[src/rtl/timer_pkg.sv]
// rtl/timer_pkg.sv - shared types and constants for the MM:SS countdown timer
package timer_pkg;

   typedef enum logic [1:0] {
      ST_IDLE  = 2'd0,
      ST_RUN   = 2'd1,
      ST_PAUSE = 2'd2,
      ST_ALARM = 2'd3
   } state_t;

   typedef logic [3:0] bcd_t;

   typedef struct packed {
      bcd_t min10;
      bcd_t min1;
      bcd_t sec10;
      bcd_t sec1;
   } mmss_t;

   localparam int SEC_MAX = 59;

endpackage

[src/rtl/mmss_countdown_timer_if.sv]
// rtl/mmss_countdown_timer_if.sv - button pulses and display/status bundle of the timer
interface mmss_countdown_timer_if;

   logic        start_stop;
   logic        inc_sec;
   logic        inc_min;
   logic        clear;
   logic        alarm_off;
   logic [15:0] value;
   logic        running;
   logic        paused;
   logic        alarm;

   modport master (
      output start_stop, inc_sec, inc_min, clear, alarm_off,
      input  value, running, paused, alarm
   );

   modport slave (
      input  start_stop, inc_sec, inc_min, clear, alarm_off,
      output value, running, paused, alarm
   );

endinterface

[src/rtl/bcd_mmss_counter.sv]
// rtl/bcd_mmss_counter.sv - loadable up/down MM:SS BCD counter with zero flag
module bcd_mmss_counter
   import timer_pkg::*;
#(
   parameter int MAX_MIN = 59
)(
   input  logic  clk,
   input  logic  reset_p,
   input  logic  clr,
   input  logic  load,
   input  mmss_t load_value,
   input  logic  inc_sec,
   input  logic  inc_min,
   input  logic  dec,
   output mmss_t count,
   output logic  is_zero
);

   localparam bcd_t MAX_M10 = bcd_t'(MAX_MIN / 10);
   localparam bcd_t MAX_M1  = bcd_t'(MAX_MIN % 10);
   localparam bcd_t SEC_M10 = bcd_t'(SEC_MAX / 10);
   localparam bcd_t SEC_M1  = bcd_t'(SEC_MAX % 10);

   mmss_t next;

   assign is_zero = (count == '0);

   // Next count: decrement with seconds borrow (held at zero), or independent sec/min wrap-around steps
   always_comb begin
      next = count;
      if (dec) begin
         if (!is_zero) begin
            if (count.sec1 != 4'd0) begin
               next.sec1 = count.sec1 - 4'd1;
            end else if (count.sec10 != 4'd0) begin
               next.sec10 = count.sec10 - 4'd1;
               next.sec1  = 4'd9;
            end else begin
               next.sec10 = SEC_M10;
               next.sec1  = SEC_M1;
               if (count.min1 != 4'd0) begin
                  next.min1 = count.min1 - 4'd1;
               end else begin
                  next.min1  = 4'd9;
                  next.min10 = count.min10 - 4'd1;
               end
            end
         end
      end else begin
         if (inc_sec) begin
            if (count.sec10 == SEC_M10 && count.sec1 == SEC_M1) begin
               next.sec10 = 4'd0;
               next.sec1  = 4'd0;
            end else if (count.sec1 == 4'd9) begin
               next.sec10 = count.sec10 + 4'd1;
               next.sec1  = 4'd0;
            end else begin
               next.sec1 = count.sec1 + 4'd1;
            end
         end
         if (inc_min) begin
            if (count.min10 == MAX_M10 && count.min1 == MAX_M1) begin
               next.min10 = 4'd0;
               next.min1  = 4'd0;
            end else if (count.min1 == 4'd9) begin
               next.min10 = count.min10 + 4'd1;
               next.min1  = 4'd0;
            end else begin
               next.min1 = count.min1 + 4'd1;
            end
         end
      end
   end

   // Count register: clear beats load beats step
   always_ff @(posedge clk) begin
      if (reset_p || clr) begin
         count <= '0;
      end else if (load) begin
         count <= load_value;
      end else begin
         count <= next;
      end
   end

endmodule

[src/rtl/mmss_countdown_timer.sv]
// rtl/mmss_countdown_timer.sv - MM:SS countdown timer top; MMSS_ALARM_AUTO_OFF_EN enables alarm auto-off
module mmss_countdown_timer
   import timer_pkg::*;
#(
   parameter int CLK_PER_SEC = 100_000_000,
   parameter int MAX_MIN     = 59
`ifdef MMSS_ALARM_AUTO_OFF_EN
   ,
   parameter int ALARM_SEC   = 10
`endif
)(
   input  logic                  clk,
   input  logic                  reset_p,
   mmss_countdown_timer_if.slave bus
);

   localparam int PW = (CLK_PER_SEC > 1) ? $clog2(CLK_PER_SEC) : 1;

   state_t        state;
   state_t        state_next;
   logic [PW-1:0] pre;
   logic          pre_en;
   logic          pre_clr;
   logic          tick;
   mmss_t         set_time;
   mmss_t         cur_time;
   logic          set_zero;
   logic          cur_zero;
   logic          cur_one;
   logic          cur_load;
   logic          cur_clr;
   logic          cur_dec;
   logic          set_inc_en;
   logic          alarm_expire;

   assign tick    = pre_en && (pre == PW'(CLK_PER_SEC - 1));
   assign cur_one = (cur_time == 16'h0001);

`ifdef MMSS_ALARM_AUTO_OFF_EN
   localparam int AW = $clog2(ALARM_SEC + 1);

   logic [AW-1:0] alarm_cnt;

   assign pre_en       = (state == ST_RUN) || (state == ST_ALARM);
   assign alarm_expire = tick && (state == ST_ALARM) && (alarm_cnt == AW'(ALARM_SEC - 1));

   // Seconds spent in ALARM, restarted whenever ALARM is not active
   always_ff @(posedge clk) begin
      if (reset_p || state != ST_ALARM) begin
         alarm_cnt <= '0;
      end else if (tick) begin
         alarm_cnt <= alarm_cnt + AW'(1);
      end
   end
`else
   assign pre_en       = (state == ST_RUN);
   assign alarm_expire = 1'b0;
`endif

   // One-second prescaler; frozen outside counting states so PAUSE resumes mid-second
   always_ff @(posedge clk) begin
      if (reset_p || pre_clr) begin
         pre <= '0;
      end else if (pre_en) begin
         pre <= tick ? '0 : pre + PW'(1);
      end
   end

   // State register
   always_ff @(posedge clk) begin
      if (reset_p) begin
         state <= ST_IDLE;
      end else begin
         state <= state_next;
      end
   end

   // Next state and counter controls; clear > start_stop > alarm_off > inc
   always_comb begin
      state_next = state;
      cur_load   = 1'b0;
      cur_clr    = 1'b0;
      cur_dec    = 1'b0;
      pre_clr    = 1'b0;
      set_inc_en = 1'b0;
      case (state)
         ST_IDLE: begin
            if (bus.clear) begin
               cur_clr = 1'b1;
            end else if (bus.start_stop) begin
               if (!set_zero) begin
                  state_next = ST_RUN;
                  cur_load   = 1'b1;
                  pre_clr    = 1'b1;
               end
            end else if (!bus.alarm_off) begin
               set_inc_en = 1'b1;
            end
         end
         ST_RUN: begin
            if (bus.clear) begin
               state_next = ST_IDLE;
               cur_clr    = 1'b1;
            end else if (tick) begin
               // decrement first; reaching zero swallows a simultaneous pause
               cur_dec = !cur_zero;
               if (cur_one) begin
                  state_next = ST_ALARM;
               end else if (bus.start_stop) begin
                  state_next = ST_PAUSE;
               end
            end else if (bus.start_stop) begin
               state_next = ST_PAUSE;
            end
         end
         ST_PAUSE: begin
            if (bus.clear) begin
               state_next = ST_IDLE;
               cur_clr    = 1'b1;
            end else if (bus.start_stop) begin
               state_next = ST_RUN;
            end
         end
         ST_ALARM: begin
            if (bus.clear) begin
               state_next = ST_IDLE;
               cur_clr    = 1'b1;
            end else if (bus.start_stop || bus.alarm_off || alarm_expire) begin
               state_next = ST_IDLE;
            end
         end
         default: state_next = ST_IDLE;
      endcase
   end

   bcd_mmss_counter #(.MAX_MIN(MAX_MIN)) u_set_time (
      .clk        (clk),
      .reset_p    (reset_p),
      .clr        (1'b0),
      .load       (1'b0),
      .load_value ('0),
      .inc_sec    (set_inc_en && bus.inc_sec),
      .inc_min    (set_inc_en && bus.inc_min),
      .dec        (1'b0),
      .count      (set_time),
      .is_zero    (set_zero)
   );

   bcd_mmss_counter #(.MAX_MIN(MAX_MIN)) u_cur_time (
      .clk        (clk),
      .reset_p    (reset_p),
      .clr        (cur_clr),
      .load       (cur_load),
      .load_value (set_time),
      .inc_sec    (1'b0),
      .inc_min    (1'b0),
      .dec        (cur_dec),
      .count      (cur_time),
      .is_zero    (cur_zero)
   );

   assign bus.value   = (state == ST_IDLE) ? set_time : cur_time;
   assign bus.running = (state == ST_RUN);
   assign bus.paused  = (state == ST_PAUSE);
   assign bus.alarm   = (state == ST_ALARM);

endmodule

[src/flat_wrapper.sv]
// flat-port wrapper written by rule: the top's interface ports become plain ports
module mmss_countdown_timer_flat import timer_pkg::*;
#(
   parameter int CLK_PER_SEC = 100_000_000,
   parameter int MAX_MIN     = 59

)
  (clk, reset_p, bus_start_stop, bus_inc_sec, bus_inc_min, bus_clear, bus_alarm_off, bus_value, bus_running, bus_paused, bus_alarm);
  mmss_countdown_timer_if bus_i ();
  input  logic clk;
  input  logic reset_p;
  input wire logic [$bits(bus_i.start_stop)-1:0] bus_start_stop;
  input wire logic [$bits(bus_i.inc_sec)-1:0] bus_inc_sec;
  input wire logic [$bits(bus_i.inc_min)-1:0] bus_inc_min;
  input wire logic [$bits(bus_i.clear)-1:0] bus_clear;
  input wire logic [$bits(bus_i.alarm_off)-1:0] bus_alarm_off;
  output wire logic [$bits(bus_i.value)-1:0] bus_value;
  output wire logic [$bits(bus_i.running)-1:0] bus_running;
  output wire logic [$bits(bus_i.paused)-1:0] bus_paused;
  output wire logic [$bits(bus_i.alarm)-1:0] bus_alarm;
  assign bus_i.start_stop = bus_start_stop;
  assign bus_i.inc_sec = bus_inc_sec;
  assign bus_i.inc_min = bus_inc_min;
  assign bus_i.clear = bus_clear;
  assign bus_i.alarm_off = bus_alarm_off;
  assign bus_value = bus_i.value;
  assign bus_running = bus_i.running;
  assign bus_paused = bus_i.paused;
  assign bus_alarm = bus_i.alarm;
  mmss_countdown_timer #(.CLK_PER_SEC(CLK_PER_SEC), .MAX_MIN(MAX_MIN)) u_core (.clk(clk), .reset_p(reset_p), .bus(bus_i));
endmodule
[config.mk]
export PLATFORM = sky130hd
export DESIGN_NAME = mmss_countdown_timer_flat
export DESIGN_NICKNAME = d
export VERILOG_FILES = /design/src/rtl/timer_pkg.sv /design/src/rtl/mmss_countdown_timer_if.sv /design/src/rtl/bcd_mmss_counter.sv /design/src/rtl/mmss_countdown_timer.sv /design/src/flat_wrapper.sv
export SDC_FILE = /design/constraint.sdc
export NUM_CORES = 1
export LEC_CHECK = 0
export ABC_CLOCK_PERIOD_IN_PS = 3600
export BUFFER_PORTS_ARGS = -buffer_cell sky130_fd_sc_hd__buf_4
export CAP_MARGIN = 20
export CORE_MARGIN = 5
export CORE_UTILIZATION = 60
export DETAILED_ROUTE_END_ITERATION = 6
export PLACE_DENSITY = 0.78
export REMOVE_ABC_BUFFERS = 1
export SLEW_MARGIN = 20
export SYNTH_ARGS = -nofsm -noshare
export SYNTH_HDL_FRONTEND = slang
export SYNTH_HIERARCHICAL = 1
export SYNTH_SLANG_ARGS = --single-unit
export TNS_END_PERCENT = 5
[constraint.sdc]
create_clock -name clk -period 3.6 [get_ports clk]
set_input_delay 0.72 -clock clk [delete_from_list [all_inputs] [get_ports clk]]
set_output_delay 0.72 -clock clk [all_outputs]
set_load 0.02 [all_outputs]
==> results_dict.tcl <==
set metrics [dict create \
    drcViolationCount 0 \
    clkSlewWorstSetupHoldPaths_ns 0.08 \
    grt_usage 0.269 \
    synth.distinct_cells 80 \
    final_util 0.684 \
    start_kind "register" \
    p_leak_nw 2.03 \
    critPathMaxStageDelay_ns 0.53 \
    holdWs_ns 0.498 \
    crit_type "register to register" \
    status "finished clean" \
    hold_start "u_core/u_set_time/count[8]" \
    peakVddDrop_mv 0.257 \
    crit_path_end_kind "register" \
    die_y_um 101 \
    initial_core_util 0.610 \
    first_pass_iters 6 \
    fin_area_sq_um 5560 \
    finalHoldViolCount 0 \
    final_cell_count_no_fill 772 \
    areaGrowthSynthToFinish_pct 12.1 \
    grt_pass1_wl_um 22300 \
    reg2reg_to "u_core/u_cur_time/count[12]" \
    post_cts_buffers 0 \
    root_buffer "clkbuf_8" \
    setup_viol 0 \
    min_to "u_core/u_set_time/count[8]" \
    holdBufCountCts 0 \
    ys_seq_elements 61 \
    crit_path_cell_trace "inv_1 -> ha_1 -> nor3b_1 -> nand3_1 -> nor2_1 -> nor3_2 -> nor4bb_1 -> a311oi_1 -> nor4_4 -> o311a_1 -> nor2_1" \
    dp.cells 756 \
    final_common_cell "dfxtp_1" \
    maxSlewHeadroom 0.389 \
    antenna_cells 0 \
    min_period_ns 3.30 \
    cts.sinks 61 \
    portBuffers 25 \
    rsz0062_at_grt "no" \
    cts_buffer_depth 2 \
    cts_tree "built" \
    postSynthAreaPerCell_sq_um 8.04 \
    via_per_inst 6.42 \
    reg2reg_from "u_core/u_cur_time/count[8]" \
    worstHoldPathType "register to register" \
    die_area_sq_um 10200 \
    worst_path_max_delay_cell "nor3_2" \
    arrival_ns 3.54 \
    synth_warnings 6 \
    htreeDepth 3 \
    drive_above_1_share 0.165 \
    whs_path_depth 2 \
    grt_pass1_vias 4479 \
    critPathMaxFanout 11 \
    route.vias.total 4958 \
    slew_violations 0 \
    grt-ovfl-total 0 \
    final_cell_mix "dfxtp_1 (61), nor2_1 (60), o21ai_0 (42)" \
    synth-edff-count 0 \
    fp.dieW_um 101 \
    async_reset_ff_frac 0 \
    wire_per_inst_um 17.6 \
    synth_cells 617 \
    gp_congestion 0.975 \
    dp_hpwl_um 9530 \
    place_area_sq_um 5350 \
    synthFlopType "dfxtp_1" \
    clock_insertion_delay_worst_skew_ns 0.34 \
    fin_skew_ns 0.00867 \
    worstPathRequired_ns 3.84 \
    dr.first_iter.drc_count 375 \
    ioPinCount 26 \
    nets 696 \
    final_antenna_net_count 0 \
    cts_buffers 9 \
    core_area_sq_um 8130 \
    cts_resized 0 \
    rows 33 \
    yosysSeqAreaShare 0.246 \
    maxCapViolCount 0 \
    path_common_cell "nor2_1" \
    finalCritPeriodShare 0.916 \
    tightest_slew_ns 0.912 \
    grt_max_degree 29 \
    wirelength_um 13600 \
    power_density_nw_per_um2 337 \
    synth_area_sq_um 4960 \
    antenna_found_initial 0 \
    fmax_ghz 0.303 \
    r2r_slack_ns 0.30 \
    ff2ff_path_depth 11 \
]
power breakdown:
part	internal [mW]	switching (mW)
registers	0.695	0.0408
logic	0.182	0.268
clock network	0.390	0.300
cell usage after synthesis, types with 5 or more instances:
library cell / number / share of area
nand2_1: 34 / 0.026
nand3_1: 19 / 0.019
nor2b_1: 15 / 0.019
ha_1: 27 / 0.068
nor4_1: 10 / 0.013
mux2_2: 18 / 0.041
clkbuf_1: 14 / 0.011
a21oi_1: 25 / 0.025
inv_1: 26 / 0.020
nand4_1: 12 / 0.015
nand2b_1: 11 / 0.014
o31ai_1: 12 / 0.018
xnor2_1: 9 / 0.016
nand3b_1: 7 / 0.011
o211ai_1: 9 / 0.014
buf_2: 10 / 0.010
and3_1: 6 / 0.0076
o21ai_0: 42 / 0.042
a211oi_1: 5 / 0.0076
and2_1: 7 / 0.0088
xor2_1: 16 / 0.028
dfxtp_1: 61 / 0.25
nor2_1: 60 / 0.045
a31oi_1: 12 / 0.015
nor3b_1: 10 / 0.015
o2111ai_1: 8 / 0.014
nor3_1: 14 / 0.014
registers in the layout, summed over array words and instances, names as in the netlist:
name,cells
u_core/u_set_time/count,16
u_core/pre,27
u_core/u_cur_time/count,16
u_core/state,2
worst max-delay path by stage:
stage,start,endpoint,slack [ns],cells after the start
after floorplan,u_core/pre[11],u_core/u_cur_time/count[10],-0.33,9
after detailed placement,u_core/u_cur_time/count[8],u_core/u_cur_time/count[12],0.39,11
after CTS,u_core/u_cur_time/count[8],u_core/u_cur_time/count[12],0.37,11
after global routing,u_core/u_cur_time/count[8],u_core/u_cur_time/count[10],0.08,12
final,u_core/u_cur_time/count[8],u_core/u_cur_time/count[12],0.30,11
after global placement,u_core/pre[11],u_core/u_cur_time/count[12],0.48,9
per-layer routing:
layer,track usage,part of all wire,vias to the layer above
met2,0.407,0.44,222
met5,0,0,-
met1,0.381,0.46,2312
met4,0.0930,0.019,0
met3,0.0540,0.076,25
li1,-,-,2399
layout make-up:
| class | instances | area, sq um |
|---|---|---|
| clock buffers | 10 | 128 |
| well taps | 105 | 131 |
| clock inverters | 6 | 86.3 |
| multi-input cells | 522 | 3590 |
| repair buffers | 40 | 300 |
| fillers | 690 | 2570 |
| flip-flops and latches | 61 | 1220 |
| inverters | 28 | 105 |
per-stage QoR:
stage / setup WS [ns] / total power [mW] / TNS [ns]
CTS: 0.374 / 1.87 / 0
floorplan: -0.329 / 1.05 / -2.89
global route: 0.0813 / 1.96 / 0
finish: 0.302 / 1.88 / 0
global placement: 0.479 / 1.17 / 0
detailed placement: 0.393 / 1.18 / 0
kinds of logic (layout without fill, tap and decap cells):
family,after synthesis,in the layout,share of synthesized area
other,1,23,0.000756
AOI/OAI and AO/OA,172,172,0.241
and+or+nand+nor,253,253,0.304
xor gates and xnor gates,25,25,0.0441
adders and majority gates,27,27,0.0681
muxes,22,22,0.0489
DFF,61,61,0.246
buffers and inverters,56,84,0.0479
critical path: cells and delay by family (launching register included):
kind / cells / cell delay, ns
compound gates: 2 / 0.39
fa+ha+maj: 1 / 0.30
buf+inv: 1 / 0.11
flops: 1 / 0.51
simple gates: 7 / 1.89
Power figures use the tool's default switching activity.
